`src/rtl/ffm.sv`:
```
// GF(2^255-19) multiplier: MSB-first double-and-add over b, with every
// doubling and conditional add issued to one internal field adder.
module ffm_ffa (
  input  logic         clk,
  input  logic         rst,
  input  logic         start,
  input  logic [254:0] x,
  input  logic [254:0] y,
  output logic [254:0] sum,
  output logic         done
);
  localparam logic [254:0] P = {255{1'b1}} - 255'd18;

  logic [255:0] acc_q, acc_d;
  logic [254:0] sum_q, sum_d, red;
  logic [2:0]   cnt_q, cnt_d;
  logic         run_q, run_d, done_q, done_d;

  // Fixed 6-cycle issue-to-done latency; result reduced once into [0,p).
  always_comb begin
    acc_d  = acc_q;
    sum_d  = sum_q;
    cnt_d  = cnt_q;
    run_d  = run_q;
    done_d = 1'b0;
    red    = acc_q[254:0] - P;
    if (!run_q) begin
      if (start) begin
        acc_d = {1'b0, x} + {1'b0, y};
        cnt_d = 3'd1;
        run_d = 1'b1;
      end
    end else begin
      cnt_d = cnt_q + 3'd1;
      if (cnt_q == 3'd5) begin
        run_d  = 1'b0;
        done_d = 1'b1;
        sum_d  = (acc_q >= {1'b0, P}) ? red : acc_q[254:0];
      end
    end
  end

  always_ff @(posedge clk or posedge rst) begin
    if (rst) begin
      acc_q  <= '0;
      sum_q  <= '0;
      cnt_q  <= '0;
      run_q  <= 1'b0;
      done_q <= 1'b0;
    end else begin
      acc_q  <= acc_d;
      sum_q  <= sum_d;
      cnt_q  <= cnt_d;
      run_q  <= run_d;
      done_q <= done_d;
    end
  end

  assign sum  = sum_q;
  assign done = done_q;
endmodule

module ffm (
  input  logic         clk,
  input  logic         rst_n,
  input  logic         start,
  input  logic [254:0] a_i,
  input  logic [254:0] b_i,
  output logic [254:0] out,
  output logic         done,
  output logic         busy
);
  typedef enum logic [2:0] {IDLE, DBL, DBL_W, ADD, ADD_W, NXT, FIN} state_t;

  state_t       state_q;
  logic [254:0] a_r_q, b_r_q, acc_q, out_q;
  logic [7:0]   idx_q;
  logic         done_q, busy_q;

  logic         fa_start, fa_done, op_sel;
  logic [254:0] fa_y, fa_sum;

  assign fa_start = (state_q == DBL) || (state_q == ADD);
  assign op_sel   = (state_q == ADD) || (state_q == ADD_W);
  assign fa_y     = op_sel ? a_r_q : acc_q;

  ffm_ffa u_ffa (
    .clk   (clk),
    .rst   (~rst_n),
    .start (fa_start),
    .x     (acc_q),
    .y     (fa_y),
    .sum   (fa_sum),
    .done  (fa_done)
  );

  // done/busy/out are set on entry to FIN so the pulse coincides with FIN,
  // where a new start cannot be sampled.
  always_ff @(posedge clk or negedge rst_n) begin
    if (!rst_n) begin
      state_q <= IDLE;
      a_r_q   <= '0;
      b_r_q   <= '0;
      acc_q   <= '0;
      out_q   <= '0;
      idx_q   <= 8'd254;
      done_q  <= 1'b0;
      busy_q  <= 1'b0;
    end else begin
      case (state_q)
        IDLE: begin
          done_q <= 1'b0;
          if (start) begin
            a_r_q   <= a_i;
            b_r_q   <= b_i;
            acc_q   <= '0;
            idx_q   <= 8'd254;
            busy_q  <= 1'b1;
            state_q <= DBL;
          end
        end
        DBL: state_q <= DBL_W;
        DBL_W: if (fa_done) begin
          acc_q   <= fa_sum;
          state_q <= b_r_q[idx_q] ? ADD : NXT;
        end
        ADD: state_q <= ADD_W;
        ADD_W: if (fa_done) begin
          acc_q   <= fa_sum;
          state_q <= NXT;
        end
        NXT: begin
          if (idx_q == 8'd0) begin
            out_q   <= acc_q;
            done_q  <= 1'b1;
            busy_q  <= 1'b0;
            state_q <= FIN;
          end else begin
            idx_q   <= idx_q - 8'd1;
            state_q <= DBL;
          end
        end
        FIN: begin
          done_q  <= 1'b0;
          state_q <= IDLE;
        end
        default: state_q <= IDLE;
      endcase
    end
  end

  assign out  = out_q;
  assign done = done_q;
  assign busy = busy_q;
endmodule

```
`config.mk`:
```
export PLATFORM = sky130hd
export DESIGN_NAME = ffm
export DESIGN_NICKNAME = d
export VERILOG_FILES = /design/src/rtl/ffm.sv
export SDC_FILE = /design/constraint.sdc
export NUM_CORES = 2
export LEC_CHECK = 0
export CAP_MARGIN = 20
export CORE_MARGIN = 4
export CORE_UTILIZATION = 40
export DETAILED_ROUTE_END_ITERATION = 6
export DONT_BUFFER_PORTS = 1
export PLACE_DENSITY = 0.51
export SLEW_MARGIN = 10
export SYNTH_ARGS = -nofsm -noshare
export SYNTH_HDL_FRONTEND = slang
export SYNTH_SLANG_ARGS = --single-unit
```
`constraint.sdc`:
```
create_clock -name clk -period 8.7 [get_ports clk]
set_input_delay 1.74 -clock clk [delete_from_list [all_inputs] [get_ports clk]]
set_output_delay 1.74 -clock clk [all_outputs]
set_load 0.02 [all_outputs]
```
# Yosys cells after proc, flatten, opt, wreduce, memory -nomap -nowiden
# Index checks and enable logic that the tools add are counted.
dict set report word_totals {
  word_cells 80
  input_bits 513
  reg_bits 1549
  output_inout_bits 257
}
dict set report op_classes {
  mux 28
  n_eq_ne 13
  n_lt_le_gt_ge 2
  n_bitwise 1
  n_addsub 4
  n_reduce_logical 19
}
# cell n
set ops {}
lappend ops {{255-bit two-way mux} 4}
lappend ops {{255-bit case mux with 2 select lines} 1}
lappend ops {{255-bit by 255-bit adder with 256-bit output} 1}
lappend ops {{256-bit by 255-bit greater-or-equal comparator with 1-bit output (second input constant)} 1}
lappend ops {{255-bit subtractor (second input constant)} 1}
lappend ops {{3-bit two-way mux} 7}
lappend ops {{3-bit case mux with 6 select lines} 1}
lappend ops {{8-bit two-way mux} 2}
lappend ops {{8-bit case mux with 2 select lines} 1}
lappend ops {{3-bit equality test (second input constant)} 4}
lappend ops {{3-bit AND reduction} 4}
lappend ops {{2-bit AND reduction} 5}
lappend ops {{8-bit by 9-bit < comparator with 1-bit output (second input constant)} 1}
lappend ops {{1-bit two-way mux} 9}
lappend ops {{1-bit binary-select mux with 8-bit select} 1}
lappend ops {{8-bit zero test} 1}
lappend ops {{2-bit nonzero test} 4}
lappend ops {{8-bit by 1-bit subtractor with 8-bit output (second input constant)} 1}
lappend ops {{3-bit by 2-bit equality test with 1-bit output (second input constant)} 2}
lappend ops {{2-bit by 1-bit inequality test with 1-bit output (second input constant)} 3}
lappend ops {{2-bit inequality test (second input constant)} 3}
lappend ops {{1-bit case mux with 2 select lines} 2}
lappend ops {{2-bit OR reduction} 2}
lappend ops {{3-bit by 1-bit adder with 3-bit output (second input constant)} 1}
lappend ops {{other kinds (4)} 5}

# Depth between registers and ports, before layout
dict set report logic_depth {
  ltp_word 5
  depth_mapped 24
  depth_no_buf 21
}

# Hierarchy
# A second synthesis with hierarchy kept.
dict set report hier_totals {
  hier_cells 9456
  area_unflattened_um2 85050.3
}
# module area_each_um2 seq_area_each_um2 cells_per_inst n_inst
set modules_own_cells {}
lappend modules_own_cells {ffm 43035.0 25858.6 3840 1}
lappend modules_own_cells {ffm_ffa 42015.3 12912.4 5616 1}

# Worst setup path before layout
# No wires, ideal clock.
dict set report synth_timing {
  kind {flip-flop to flip-flop}
  start {register state_q[2]}
  end {register u_ffa.acc_q[242]}
  setup_ns 0.133
  setup_slack_ns 3.174
  period_less_slack_ns 5.526
  t_required_ns 8.567
  stages_incl_launch_ff 25
  n_path_buf 3
  t_arrival_ns 5.393
  cell_sequence {dfrtp_1 > clkbuf_1 > nor3b_1 > a21oi_1 > clkbuf_1 > clkbuf_1 > mux2_2 > ha_1 > inv_1 > fa_1 > nor2b_1 > o2111ai_1 > a211oi_1 > o31ai_1 > o31ai_2 > a311oi_1 > o21ai_2 > a31oi_1 > o41a_1 > o311ai_2 > a31o_2 > a21boi_1 > o21bai_1 > xnor2_1 > o21ai_0}
}
dict set report synth_between {
  elab_chain_len 4
  word_cells_on_any_way 8
  classes_between {1 x add/sub; 3 x eq/ne; 1 x mux; 3 x reduce/logical}
}
# item line_no
set synth_lines {}
lappend synth_lines {{start: declaration} 75} ;# state_t state_q;
lappend synth_lines {{start signal: assignment} 125} ;# state_q <= b_r_q[idx_q] ? ADD : NXT;
lappend synth_lines {{3-bit by 2-bit equality test with 1-bit output / 3-bit equality test (equally long branches)} {83, 84}}
lappend synth_lines {{1-bit logical OR} 84} ;# assign op_sel = (state_q == ADD) || (state_q == ADD_W);
lappend synth_lines {{255-bit two-way mux} 85} ;# assign fa_y = op_sel ? a_r_q : acc_q;
lappend synth_lines {{255-bit by 255-bit adder with 256-bit output} 29} ;# acc_d = {1'b0, x} + {1'b0, y};
lappend synth_lines {{end signal: assignment} 45} ;# acc_q <= '0;
lappend synth_lines {{end signal: assignment} 51} ;# acc_q <= acc_d;
lappend synth_lines {{end: declaration} 14} ;# logic [255:0] acc_q, acc_d;
# Parallel ways exist; a longest one is shown, timed or not.
# A chain may end at the register's enable or synchronous reset.

# Final worst setup path
dict set report layout_timing {
  start {register state_q[0]}
  end {register u_ffa.acc_q[252]}
}
# The elaborated chain is that of the path after synthesis.

==> impl_metrics.tcl <==
set metrics [dict create \
    cts_tree "yes" \
    antenna_found_initial 22 \
    place.detailed.hpwl_mm 249 \
    slowest_delay_ns 0.80 \
    synthAdderAreaFrac_pct 4.28 \
    async_reset_ff_share_pct 100 \
    hold_violations 0 \
    drt_wl_total_mm 323 \
    cts_max_level 4 \
    cts.sinks 1549 \
    synth_top_area_share_pct 45.1 \
    crit_family "compound AO/OA/AOI/OAI gates" \
    path_buf_inv 2 \
    wl_per_cell_um 26.5 \
    drive_gt1_share_pct 11.5 \
    cts_buffers 177 \
    synth.most_common_cell "nand2_1" \
    grt_overflow 0 \
    place.gp.congestion 0.975 \
    slew_violations 0 \
    clk_pin_slew_ns 0.06 \
    yosys_warnings 0 \
    layout_min_cycle_time_ns 8.10 \
    ctsHoldBuffers 0 \
    clk_path_buf_depth 3 \
    setup_viol 0 \
    seq_area_frac_synth_pct 45.3 \
    synthTopCellsByArea "dfrtp_1 45%, nand2_1 11%, mux2_2 6.8%" \
    num_rows 169 \
    core-area_mm2 0.213 \
    final_area_mm2 0.0947 \
    fmax_mhz 123 \
    synthDistinctLibCells 101 \
    synthSimpleGateAreaFrac_pct 18.9 \
    nNetsFinal 9978 \
    nFillCells 20900 \
    path_cells "nor2b_1 -> a21oi_4 -> buf_12 -> buf_12 -> mux2_2 -> ha_1 -> nand4_1 -> or4_1 -> a211o_1 -> a31oi_1 -> o21a_1 -> nor2_1 -> o21ai_1 -> a31oi_1 -> o31ai_1 -> a311oi_1 -> o31a_1 -> o21ai_1 -> a21oi_1 -> xor2_1 -> o21ai_1" \
    synth_edf_count 0 \
    relSlewSlack_pct 14.8 \
    synth_area_mm2 0.0856 \
    drt_first_pass_iters 7 \
    grt_use_total_pct 28.5 \
    end_kind "flip-flop" \
    drt-initial-drc-count 6174 \
    register_area_mm2 0.0388 \
    status "completed" \
    setup-tns-final_ns 0 \
    synth_seq_cells 1549 \
    synth_xor_area_share_pct 5.16 \
    die_width_um 471 \
    switching_power_uw 9510 \
    finalCritPeriodShare_pct 93.1 \
    maxCapViolCount 0 \
    syn_inst 9408 \
    drc_errors 0 \
    synth_top_area_cell "dfrtp_1" \
    synth_common_cells "2,552 x nand2_1, 1,542 x dfrtp_1, 792 x o21ai_0" \
    viasPerCell 5.72 \
    grt_start_max_net_pins 234 \
    cpMostUsedCell "o21ai_1" \
    rsz0062_at_grt "no" \
    cp.arrival_ns 8.78 \
    worstMarginPinSlew_ns 1.27 \
    worstPathMaxFanout 20 \
    post-cts-setup-buffer-count 0 \
    clk_latency_ns 0.85 \
    total_power_uw 26000 \
    vias 69500 \
    p_sw_share_pct 36.5 \
    combPwrFrac_pct 28.0 \
    grt_pass1_vias 69000 \
    p_int_uw 16500 \
    multi_input_area_mm2 0.0445 \
    cp_slowest_cell "o31ai_1" \
    boundaryPins 770 \
    hp-class "flip-flop to flip-flop" \
    crit_type "flip-flop to flip-flop" \
    required_ns 9.39 \
    cts_resized 0 \
    startpoint_type "flip-flop" \
    place_area_mm2 0.0883 \
    clock-root-buffer "clkbuf_16" \
    initial_core_util_pct 40.3 \
    synthToLayoutAreaGrowth_pct 10.7 \
    grt_pass1_wl_mm 476 \
    power.density_mw_per_mm2 275 \
    synth_mux_area_share_pct 8.96 \
    avgSynthCellArea_um2 9.10 \
    clkPwrFrac_pct 30.9 \
    synth_top_family_by_area "simple AND/OR/NAND/NOR gates" \
    synthFlopType "dfrtp_1" \
    die_h_um 471 \
    portBuffers 0 \
    ir_drop_mv 0.238 \
    syn-num-nets 10200 \
    ant_nets 0 \
    clock_skew_ns 0.0368 \
    static-leakage-power_uw 0.0430 \
    synth_compound_area_share_pct 14.6 \
    seqPwrFrac_pct 41.0 \
    die_area_mm2 0.221 \
]
-- final timing paths --
path	from	endpoint	slack [ns]	cells past startpoint
max	state_q[0]	u_ffa.acc_q[252]	0.60	21
min	u_ffa.sum[79]	acc_q[79]	0.47	1
max reg2reg	state_q[0]	u_ffa.acc_q[252]	0.60	21
min reg2reg	u_ffa.sum[79]	acc_q[79]	0.47	1
max in group asynchronous	rst_n	u_ffa.acc_q[20]	4.81	5
min in group asynchronous	rst_n	a_r_q[142]	0.60	0
-- layout make-up --
cell class / count / area share [%]
Inverter: 141 / 0.559
Tap cell: 2821 / 3.73
Clock buffer: 243 / 5.28
Sequential cell: 1549 / 40.9
Multi-Input combinational cell: 7212 / 46.9
Antenna cell: 14 / 0.0370
Timing Repair Buffer: 92 / 1.18
Clock inverter: 86 / 1.38
-- flip-flops by register name, summed over array words and instances (netlist names) --
name,cells
out,255
done,1
u_ffa.done,1
u_ffa.cnt_q,3
busy,1
u_ffa.acc_q,256
a_r_q,255
u_ffa.sum,255
acc_q,255
u_ffa.run_q,1
b_r_q,255
state_q,3
idx_q,8
-- worst register-to-register path, cell delays in order (launching register included) --
cell and delay (ns):
dfrtp_1 0.52, nor2b_1 0.28, a21oi_4 0.76, buf_12 0.32, buf_12 0.23, mux2_2 0.36
ha_1 0.43, nand4_1 0.27, or4_1 0.58, a211o_1 0.25, a31oi_1 0.37, o21a_1 0.21
nor2_1 0.10, o21ai_1 0.39, a31oi_1 0.51, o31ai_1 0.81, a311oi_1 0.43, o31a_1 0.39
o21ai_1 0.33, a21oi_1 0.15, xor2_1 0.18, o21ai_1 0.08
-- power groups by stage --
stage / Clock (uW) / Combinational [uW] / Sequential, uW
after floorplan: 0 / 5420 / 9980
after global placement: 0 / 7160 / 10800
after detailed placement: 0 / 7280 / 10800
after CTS: 8250 / 7320 / 10700
after global routing: 8560 / 8180 / 10900
final: 8050 / 7290 / 10700
-- per-layer routing --
| metal | vias to the layer above | track usage, % | share of wire, % |
|---|---|---|---|
| met3 | 453 | 4.61 | 5.9 |
| met1 | 34500 | 39.7 | 44 |
| met5 | - | 0 | 0.033 |
| met4 | 12 | 11.1 | 4.3 |
| li1 | 32300 | - | - |
| met2 | 2220 | 44.5 | 45 |
-- metrics by stage --
step | setup slack (ns) | util [%] | instances | hold slack (ns)
global route | 0.358 | 44.6 | 12200 | 0.481
finish | 0.600 | 44.6 | 12200 | 0.467
global placement | 0.812 | 41.5 | 11800 | 0.452
CTS | 0.608 | 44.5 | 12100 | 0.467
floorplan | 3.17 | - | 9408 | 0.440
detailed placement | 0.659 | 41.5 | 11800 | 0.458
-- logic make-up (layout without fill, tap and decap cells) --
kind of cell	count (synthesis)	after routing
XOR/XNOR	504	504
AO/OA/AOI/OAI	2043	2043
adder cells (fa/ha/maj)	292	292
other	0	14
flip-flops	1549	1549
AND/OR/NAND/NOR	3774	3774
buffers and inverters	647	562
multiplexers	599	599
-- layout by cell type, fill, tap and decap left out, drive strengths merged, types with 243 or more instances in the layout --
master / Yosys / routed
nand2: 2554 / 2554
dfrtp: 1542 / 1542
o21ai: 809 / 809
a21oi: 515 / 515
mux2: 513 / 513
nor2: 402 / 402
ha: 291 / 291
xnor2: 264 / 264
a22o: 255 / 255
clkbuf: 486 / 243
No activity file was read; power rests on OpenSTA's default activity.
